--- src/rtl/psum_writeback.sv ---
// psum_writeback: captures a row of signed partial sums from the PE grid,
// saturates each lane to the memory data width and streams the lanes out
// as a ready/valid write burst starting at base_addr + row_idx*row_stride.
// Optional build macro PSUM_RELU_EN: negative lanes are written as zero
// (and never count as saturated).
module psum_writeback #(
    parameter int NUM_LANES = 14,
    parameter int PSUM_W    = 32,
    parameter int DATA_W    = 16,
    parameter int ADDR_W    = 16
) (
    input  logic                        clk,
    input  logic                        rst,
    input  logic                        store_req,
    input  logic [3:0]                  num_valid,
    input  logic [7:0]                  row_idx,
    input  logic [7:0]                  row_stride,
    input  logic [ADDR_W-1:0]           base_addr,
    input  logic [PSUM_W*NUM_LANES-1:0] psum_out,
    output logic                        mem_wr_en,
    output logic [ADDR_W-1:0]           mem_wr_addr,
    output logic [DATA_W-1:0]           mem_wr_data,
    input  logic                        mem_wr_ready,
    output logic                        store_busy,
    output logic                        store_done,
    output logic                        sat_flag
);

    // Counter wide enough for both the 4-bit request count and NUM_LANES.
    localparam int CNT_W = ($clog2(NUM_LANES + 1) > 4) ? $clog2(NUM_LANES + 1) : 4;
    localparam logic [CNT_W-1:0] LANES_C = CNT_W'(NUM_LANES);

    typedef enum logic [1:0] {IDLE, WRITE, DONE} state_t;

    state_t              state_q, state_d;
    logic [CNT_W-1:0]    lane_q, lane_d;
    logic [CNT_W-1:0]    count_q, count_d;
    logic [ADDR_W-1:0]   row_base_q, row_base_d;
    logic                sat_q, sat_d;
    logic [PSUM_W-1:0]   buf_q [NUM_LANES];

    logic                capture;
    logic                accept;
    logic [15:0]         row_off;
    logic [CNT_W-1:0]    nv_clamped;
    logic [PSUM_W-1:0]   cur_val;
    logic [PSUM_W-1:0]   act_val;
    logic [DATA_W-1:0]   cur_sat;
    logic                cur_clamped;
    logic [PSUM_W-DATA_W:0] upper_bits;

    assign capture = (state_q == IDLE) && store_req;
    assign accept  = (state_q == WRITE) && mem_wr_ready;
    assign row_off = {8'd0, row_idx} * {8'd0, row_stride};

    // Requests for more lanes than exist are trimmed to the full row.
    always_comb begin
        nv_clamped = CNT_W'(num_valid);
        if (CNT_W'(num_valid) > LANES_C) begin
            nv_clamped = LANES_C;
        end
    end

    // Lane buffer: snapshot of psum_out so later grid activity cannot leak in.
    always_ff @(posedge clk or posedge rst) begin
        if (rst) begin
            for (int i = 0; i < NUM_LANES; i++) begin
                buf_q[i] <= '0;
            end
        end else if (capture) begin
            for (int i = 0; i < NUM_LANES; i++) begin
                buf_q[i] <= psum_out[i*PSUM_W +: PSUM_W];
            end
        end
    end

    // Select the current lane, optionally rectify, then saturate to DATA_W.
    always_comb begin
        cur_val = '0;
        if (lane_q < LANES_C) begin
            cur_val = buf_q[lane_q];
        end
        act_val = cur_val;
`ifdef PSUM_RELU_EN
        if (cur_val[PSUM_W-1]) begin
            act_val = '0;
        end
`else
`endif
        // Value fits when all bits above the DATA_W sign bit match it.
        upper_bits  = act_val[PSUM_W-1:DATA_W-1];
        cur_clamped = !((&upper_bits) || !(|upper_bits));
        cur_sat     = act_val[DATA_W-1:0];
        if (cur_clamped) begin
            cur_sat = act_val[PSUM_W-1] ? {1'b1, {(DATA_W-1){1'b0}}}
                                        : {1'b0, {(DATA_W-1){1'b1}}};
        end
    end

    // Control state register.
    always_ff @(posedge clk or posedge rst) begin
        if (rst) begin
            state_q    <= IDLE;
            lane_q     <= '0;
            count_q    <= '0;
            row_base_q <= '0;
            sat_q      <= 1'b0;
        end else begin
            state_q    <= state_d;
            lane_q     <= lane_d;
            count_q    <= count_d;
            row_base_q <= row_base_d;
            sat_q      <= sat_d;
        end
    end

    // Next-state logic: accept a store, walk lanes on each accepted write, pulse done.
    always_comb begin
        state_d    = state_q;
        lane_d     = lane_q;
        count_d    = count_q;
        row_base_d = row_base_q;
        sat_d      = sat_q;
        case (state_q)
            IDLE: begin
                if (store_req) begin
                    count_d    = nv_clamped;
                    row_base_d = base_addr + ADDR_W'(row_off);
                    lane_d     = '0;
                    sat_d      = 1'b0;
                    state_d    = (nv_clamped == '0) ? DONE : WRITE;
                end
            end
            WRITE: begin
                if (accept) begin
                    if (cur_clamped) begin
                        sat_d = 1'b1;
                    end
                    if (lane_q == count_q - 1'b1) begin
                        state_d = DONE;
                    end else begin
                        lane_d = lane_q + 1'b1;
                    end
                end
            end
            DONE: begin
                state_d = IDLE;
            end
            default: begin
                state_d = IDLE;
            end
        endcase
    end

    // Outputs derive from registered state only, so they hold while stalled.
    always_comb begin
        mem_wr_en   = (state_q == WRITE);
        mem_wr_addr = '0;
        mem_wr_data = '0;
        if (state_q == WRITE) begin
            mem_wr_addr = row_base_q + ADDR_W'(lane_q);
            mem_wr_data = cur_sat;
        end
        store_busy = (state_q != IDLE);
        store_done = (state_q == DONE);
        sat_flag   = sat_q;
    end

endmodule
--- config.mk ---
export PLATFORM = sky130hd
export DESIGN_NAME = psum_writeback
export DESIGN_NICKNAME = d
export VERILOG_FILES = /design/src/rtl/psum_writeback.sv
export SDC_FILE = /design/constraint.sdc
export NUM_CORES = 2
export LEC_CHECK = 0
export ABC_AREA = 1
export CORE_UTILIZATION = 47
export DETAILED_ROUTE_END_ITERATION = 8
export GPL_TIMING_DRIVEN = 0
export PLACE_DENSITY = 0.77
export SETUP_SLACK_MARGIN = 0.05
export SLEW_MARGIN = 30
export SYNTH_ARGS = -nofsm -noshare
export SYNTH_HDL_FRONTEND = slang
export SYNTH_SLANG_ARGS = --single-unit
--- constraint.sdc ---
create_clock -name clk -period 14.1 [get_ports clk]
set_input_delay 1.41 -clock clk [delete_from_list [all_inputs] [get_ports clk]]
set_output_delay 1.41 -clock clk [all_outputs]
set_load 0.03 [all_outputs]
# After elaboration in Yosys (flattened, before gate mapping)
# Cells that the tools add are included.
[totals]
inputBits = 488
output_inout_bits = 36
word_cells = 72
regBits = 475
[classes]
n_bitwise = 1
multipliers = 1
reduce_logical = 14
eq_ne = 8
magnitude_cmp = 3
addsub = 4
mux = 22
[ops]
columns = ["cell", "n"]
rows = [
  ["32-bit binary-select mux with 4-bit select", 1],
  ["32-bit 2-to-1 mux", 3],
  ["16-bit 2-to-1 mux", 4],
  ["17-bit AND reduction", 1],
  ["17-bit OR reduction", 1],
  ["16-bit adder", 1],
  ["16-bit by 4-bit adder with 16-bit output", 1],
  ["8-bit by 8-bit multiplier with 16-bit output", 1],
  ["4-bit 2-to-1 mux", 4],
  ["2-bit 2-to-1 mux", 4],
  ["4-bit one-hot mux with 2 select lines", 1],
  ["4-bit AND reduction", 2],
  ["2-bit inequality test, second input constant", 3],
  ["5-bit >= comparator, second input constant", 1],
  ["4-bit NOT with 5-bit output", 1],
  ["4-bit by 1-bit adder with 4-bit output, second input constant", 1],
  ["4-bit == test", 1],
  ["4-bit greater-than comparator, second input constant", 1],
  ["4-bit logical NOT", 1],
  ["4-bit < comparator, second input constant", 1],
  ["2-bit by 1-bit inequality test with 1-bit output, second input constant", 2],
  ["2-bit one-hot mux with 2 select lines", 1],
  ["2-bit nonzero test", 2],
  ["4-bit by 1-bit subtractor with 4-bit output, second input constant", 1],
  ["10 further kinds", 13],
]

# Depth between registers and ports, before layout
[depth]
ltp_word = 11
ltp_mapped = 19
depth_no_buf = 18

# Worst setup path after synthesis
# No wires, ideal clock.
[synth_path]
path_kind = "input to register"
start = "in row_stride[0]"
end = "reg row_base_q[15]"
arrival_ns = 5.093
stages = 18
t_required_ns = 14.018
n_path_buf = 1
path_slack_ns = 8.925
setup_time_ns = 0.082
cell_sequence = "clkbuf_1 -> nand2_1 -> fa_1 -> inv_1 -> fa_1 -> inv_1 -> fa_1 -> fa_1 -> inv_1 -> ha_1 -> nand2_1 -> nand2_1 -> a31oi_1 -> inv_1 -> nand4_1 -> o2111ai_1 -> or2_2 -> a31oi_1"
[synth_between]
elab_chain_cells = 2
[synth_rtl]
columns = ["element", "line_no", "rtl"]
rows = [
  ["start: declaration", "17", "input logic [7:0] row_stride,"],
  ["8-bit by 8-bit multiplier with 16-bit output", "54", "assign row_off = {8'd0, row_idx} * {8'd0, row_stride};"],
  ["16-bit adder", "128", "row_base_d = base_addr + ADDR_W'(row_off);"],
  ["end signal: assignment", "112", "row_base_q <= row_base_d;"],
  ["end: declaration", "38", "logic [ADDR_W-1:0] row_base_q, row_base_d;"],
]
# Every way passes these cells.
# A chain may end at the register's enable or synchronous reset.

# Final worst setup path
[layout_path]
start = "reg lane_q[0]"
end = "out mem_wr_data[1]"
[layout_between]
elab_chain_cells = 10
word_cells_on_any_way = 13
classes_between = "1 x order compare; 7 x mux; 1 x bitwise; 4 x reduce/logical"
[layout_rtl]
columns = ["element", "line_no", "rtl"]
rows = [
  ["start: declaration", "36", "logic [CNT_W-1:0] lane_q, lane_d;"],
  ["start signal: assignment", "110", "lane_q <= lane_d;"],
  ["4-bit NOT with 5-bit output (implied by the code)", "81", "cur_val = buf_q[lane_q];"],
  ["32-bit binary-select mux with 4-bit select", "81", ""],
  ["32-bit 2-to-1 mux (implied by the code) (2 in series)", "81", ""],
  ["32-bit 2-to-1 mux (*)", "80", "if (lane_q < LANES_C) begin"],
  ["17-bit OR reduction", "92", "cur_clamped = !((&upper_bits) || !(|upper_bits));"],
  ["1-bit logical NOT", "92", ""],
  ["1-bit logical OR", "92", ""],
  ["16-bit 2-to-1 mux (*)", "94", "if (cur_clamped) begin"],
  ["16-bit 2-to-1 mux (*)", "160", "if (state_q == WRITE) begin"],
  ["end: declaration", "22", "output logic [DATA_W-1:0] mem_wr_data,"],
]
# Every way passes the cells marked *; elsewhere a longest branch is shown, timed or not. The select of a mux whose other input is x is not followed.

==> metrics <==
Fin. Hold Viols=0; final-report max-slew violation count=0; max frequency=0.1536 GHz; min-delay worst type=reg -> reg; Peak VDD IR=0.0001460 V; Nets=4612; Final Cycle Share=0.4617; layout cells sized above 1=0.04769; number of DRC markers in iteration 0=2907; # rows=84; crit path DAT=5100 ps; DR DRC count=0; R2R Path Start=state_q[1]; distinct cell type count after synthesis=35; max-cap violations=0; fin cells=4763; vias in the first global route=25310; Die H=234.9 um; H-tree depth=2; clk slew on worst S/H paths=60 ps; Static Leak=16.92 nW; worst slew pin tran=965.8 ps; GRT overflow=0; P per Cell Area=219.1 nW/um^2; Via density=5.438; Seq pwr share=0.321; top sig layer=met5; Max stage delay cell, worst path=clkdlybuf4s50_1; CP Launch Type=register; full die area=55180 sq um; CTS tree=done; Initial Util=0.4803; met2 wire len=46190 um; Detailed Route WL=101500 um; combinational share of power=0.487; Initial DRT Pass Iterations=8; Area Growth Syn to Fin=31.72%; setup TNS=0 ps; GP Congestion=1.008; largest net degree at the start of global routing=32; Antenna Nets Post-Route=0; Period minus WS final=6511 ps; R2R cell count=8; Net Switching=3.351 mW; first-pass GRT wire length=151500 um; syn avg cell area=7.383 sq um; Most Frequent Cell on Critical Path=buf_2; slew margin rel.=0.3561; Clock Power Share=0.192; Post-CTS Resized=0; Longest Clk Path Bufs=3; CP Cell Sequence=inv_2 > buf_2 > buf_2 > buf_2 > clkbuf_1 > o21ai_0 > o21ai_0 > o21a_1 > a21oi_1 > nor2_1 > clkdlybuf4s50_1; hold path cells=2; CP startpoint=lane_q[0]; part of the Yosys area used for sequential elements=0.4662; status=finished, final reports clean; unrepaired setup endpoints after global routing=no; Worst Setup End Kind=primary output; Seq cells post-synth=475; setup bufs post-CTS=0; Root Driver=clkbuf_16; hpwl dp=78670 um; Yosys top cell area share=0.4662; sw frac=0.4556; DRT met1 WL=39960 um; synthesized area=25490 sq um; DP Cell Count=4666; Synth area leaders=dfrtp_1, nand2_1, o21ai_0; Int Pwr=4.005 mW; Crit Path Class=reg -> out; Synth Warn #=0; CTS Buf Count=52; initial antenna violation count=13; syn_nets=4033; Ports=524; area leader, netlist=dfrtp_1; Mapped Cells=3453; worst-skew pair later-pin latency=610 ps; Routed WL per cell=21.32 um; CP max FO=10; final setup vio count=0; hold_sp=buf_q[237]; slowest stage delay, CP=740 ps; IO Port Bufs=507; WP data required=12690 ps; routed vias=25900; Worst Skew=29.35 ps; Core ar.=53080 sq um; Die W=234.9 um; Met3 Routed Length=9524 um; total track usage=0.3662; hold buffer count at cts=0; TritonCTS Sinks=475
## final timing paths
path / slack, ps / endpoint
worst max-delay path: 7590 / mem_wr_data[1]
worst min-delay path: 470 / buf_q[237]
worst max register to register: 10740 / buf_q[226]
worst min register to register: 470 / buf_q[237]
max in group asynchronous: 11390 / buf_q[197]
min in group asynchronous: 1230 / buf_q[58]
## cell families (layout without fill, tap and decap cells)
logic type | count (synthesis) | in the layout | synth area share
AO/OA/AOI/OAI | 467 | 467 | 0.09982
XOR/XNOR | 15 | 15 | 0.005153
adder cells (fa/ha/maj) | 92 | 92 | 0.06017
buffers and inverters | 555 | 1170 | 0.08701
flip-flops | 475 | 475 | 0.4662
other | 0 | 7 | 0
AND/OR/NAND/NOR | 1849 | 1849 | 0.2816
## registers in the layout, indices dropped and copies added (netlist names)
register and cells:
sat_flag 1, count_q 4, lane_q 4, buf_q 448, row_base_q 16, state_q 2
## worst max-delay path: cells and delay by family (launching register included)
family / cells / cell delay [ps]
simple gates: 1 / 280
compound gates: 4 / 980
buf+inv: 6 / 2700
flops: 1 / 490
## area by class of cell
| type | count | area [sq um] |
|---|---|---|
| Buffer | 214 | 938.4 |
| Clock buffer | 69 | 1496 |
| Inverter | 341 | 1284 |
| Multi-Input combinational cell | 2423 | 11390 |
| Fill cell | 4720 | 19490 |
| Tap cell | 688 | 860.8 |
| Sequential cell | 475 | 11890 |
| Timing Repair Buffer | 525 | 5465 |
| Antenna cell | 7 | 17.52 |
| Clock inverter | 21 | 242.7 |
## through the flow
| stage | setup WS [ps] | hold WS (ps) | util | area (sq um) | power [mW] |
|---|---|---|---|---|---|
| 6_report | 7589 | 466.5 | 0.6327 | 33580 | 7.357 |
| 5_1_grt | 7556 | 480.4 | 0.6326 | 33580 | 7.805 |
| 3_5_place_dp | 8309 | 453.1 | 0.5996 | 31820 | 5.834 |
| 4_1_cts | 7845 | 467.5 | 0.6324 | 33560 | 7.257 |
| 3_3_place_gp | 3134 | 447.8 | 0.5922 | 31430 | 5.757 |
| 2_1_floorplan | 6255 | 433.8 | - | 25500 | 4.462 |
## layout by cell type, fill, tap and decap left out, types with 9 or more instances in the layout
master,count
fa_1,51
buf_2,57
o21ai_0,316
dfrtp_1,475
o22ai_1,47
inv_1,332
a21oi_1,34
o21a_1,11
buf_12,14
nand3_1,143
clkbuf_8,11
clkbuf_16,53
o211ai_1,33
o21ai_1,11
ha_1,41
nor3_1,9
buf_4,11
clkdlybuf4s50_1,507
nor2_1,232
clkbuf_1,141
nand2_1,1452
## metal layers
metal	track usage	vias up
met4	0.1996	12
met5	0	-
li1	-	11860
met2	0.5812	1436
met1	0.4737	12310
met3	0.07014	289
## synth_stat cells, drive strengths merged
cell type,number
a31o,1
nand4,2
xor2,8
a31oi,3
o22ai,47
o21a,11
buf,78
fa,51
o211ai,33
a21oi,34
clkbuf,136
a21boi,6
ha,41
nor3b,1
nor2,233
or2,4
nand3,146
nand2,1453
a2111oi,1
o2111ai,2
inv,341
dfrtp,475
xnor2,7
o21ai,327
a211oi,2
nor3,10
## power by group through the flow
stage                     Combinational, mW  Clock, mW  Sequential [mW]
after CTS                              3.50       1.41             2.35
after global routing                   3.92       1.47             2.42
after detailed placement               3.47          0             2.36
final                                  3.58       1.41             2.36
after global placement                 3.40          0             2.35
after floorplan                        2.21          0             2.25
(Power assumes the default switching activity.)
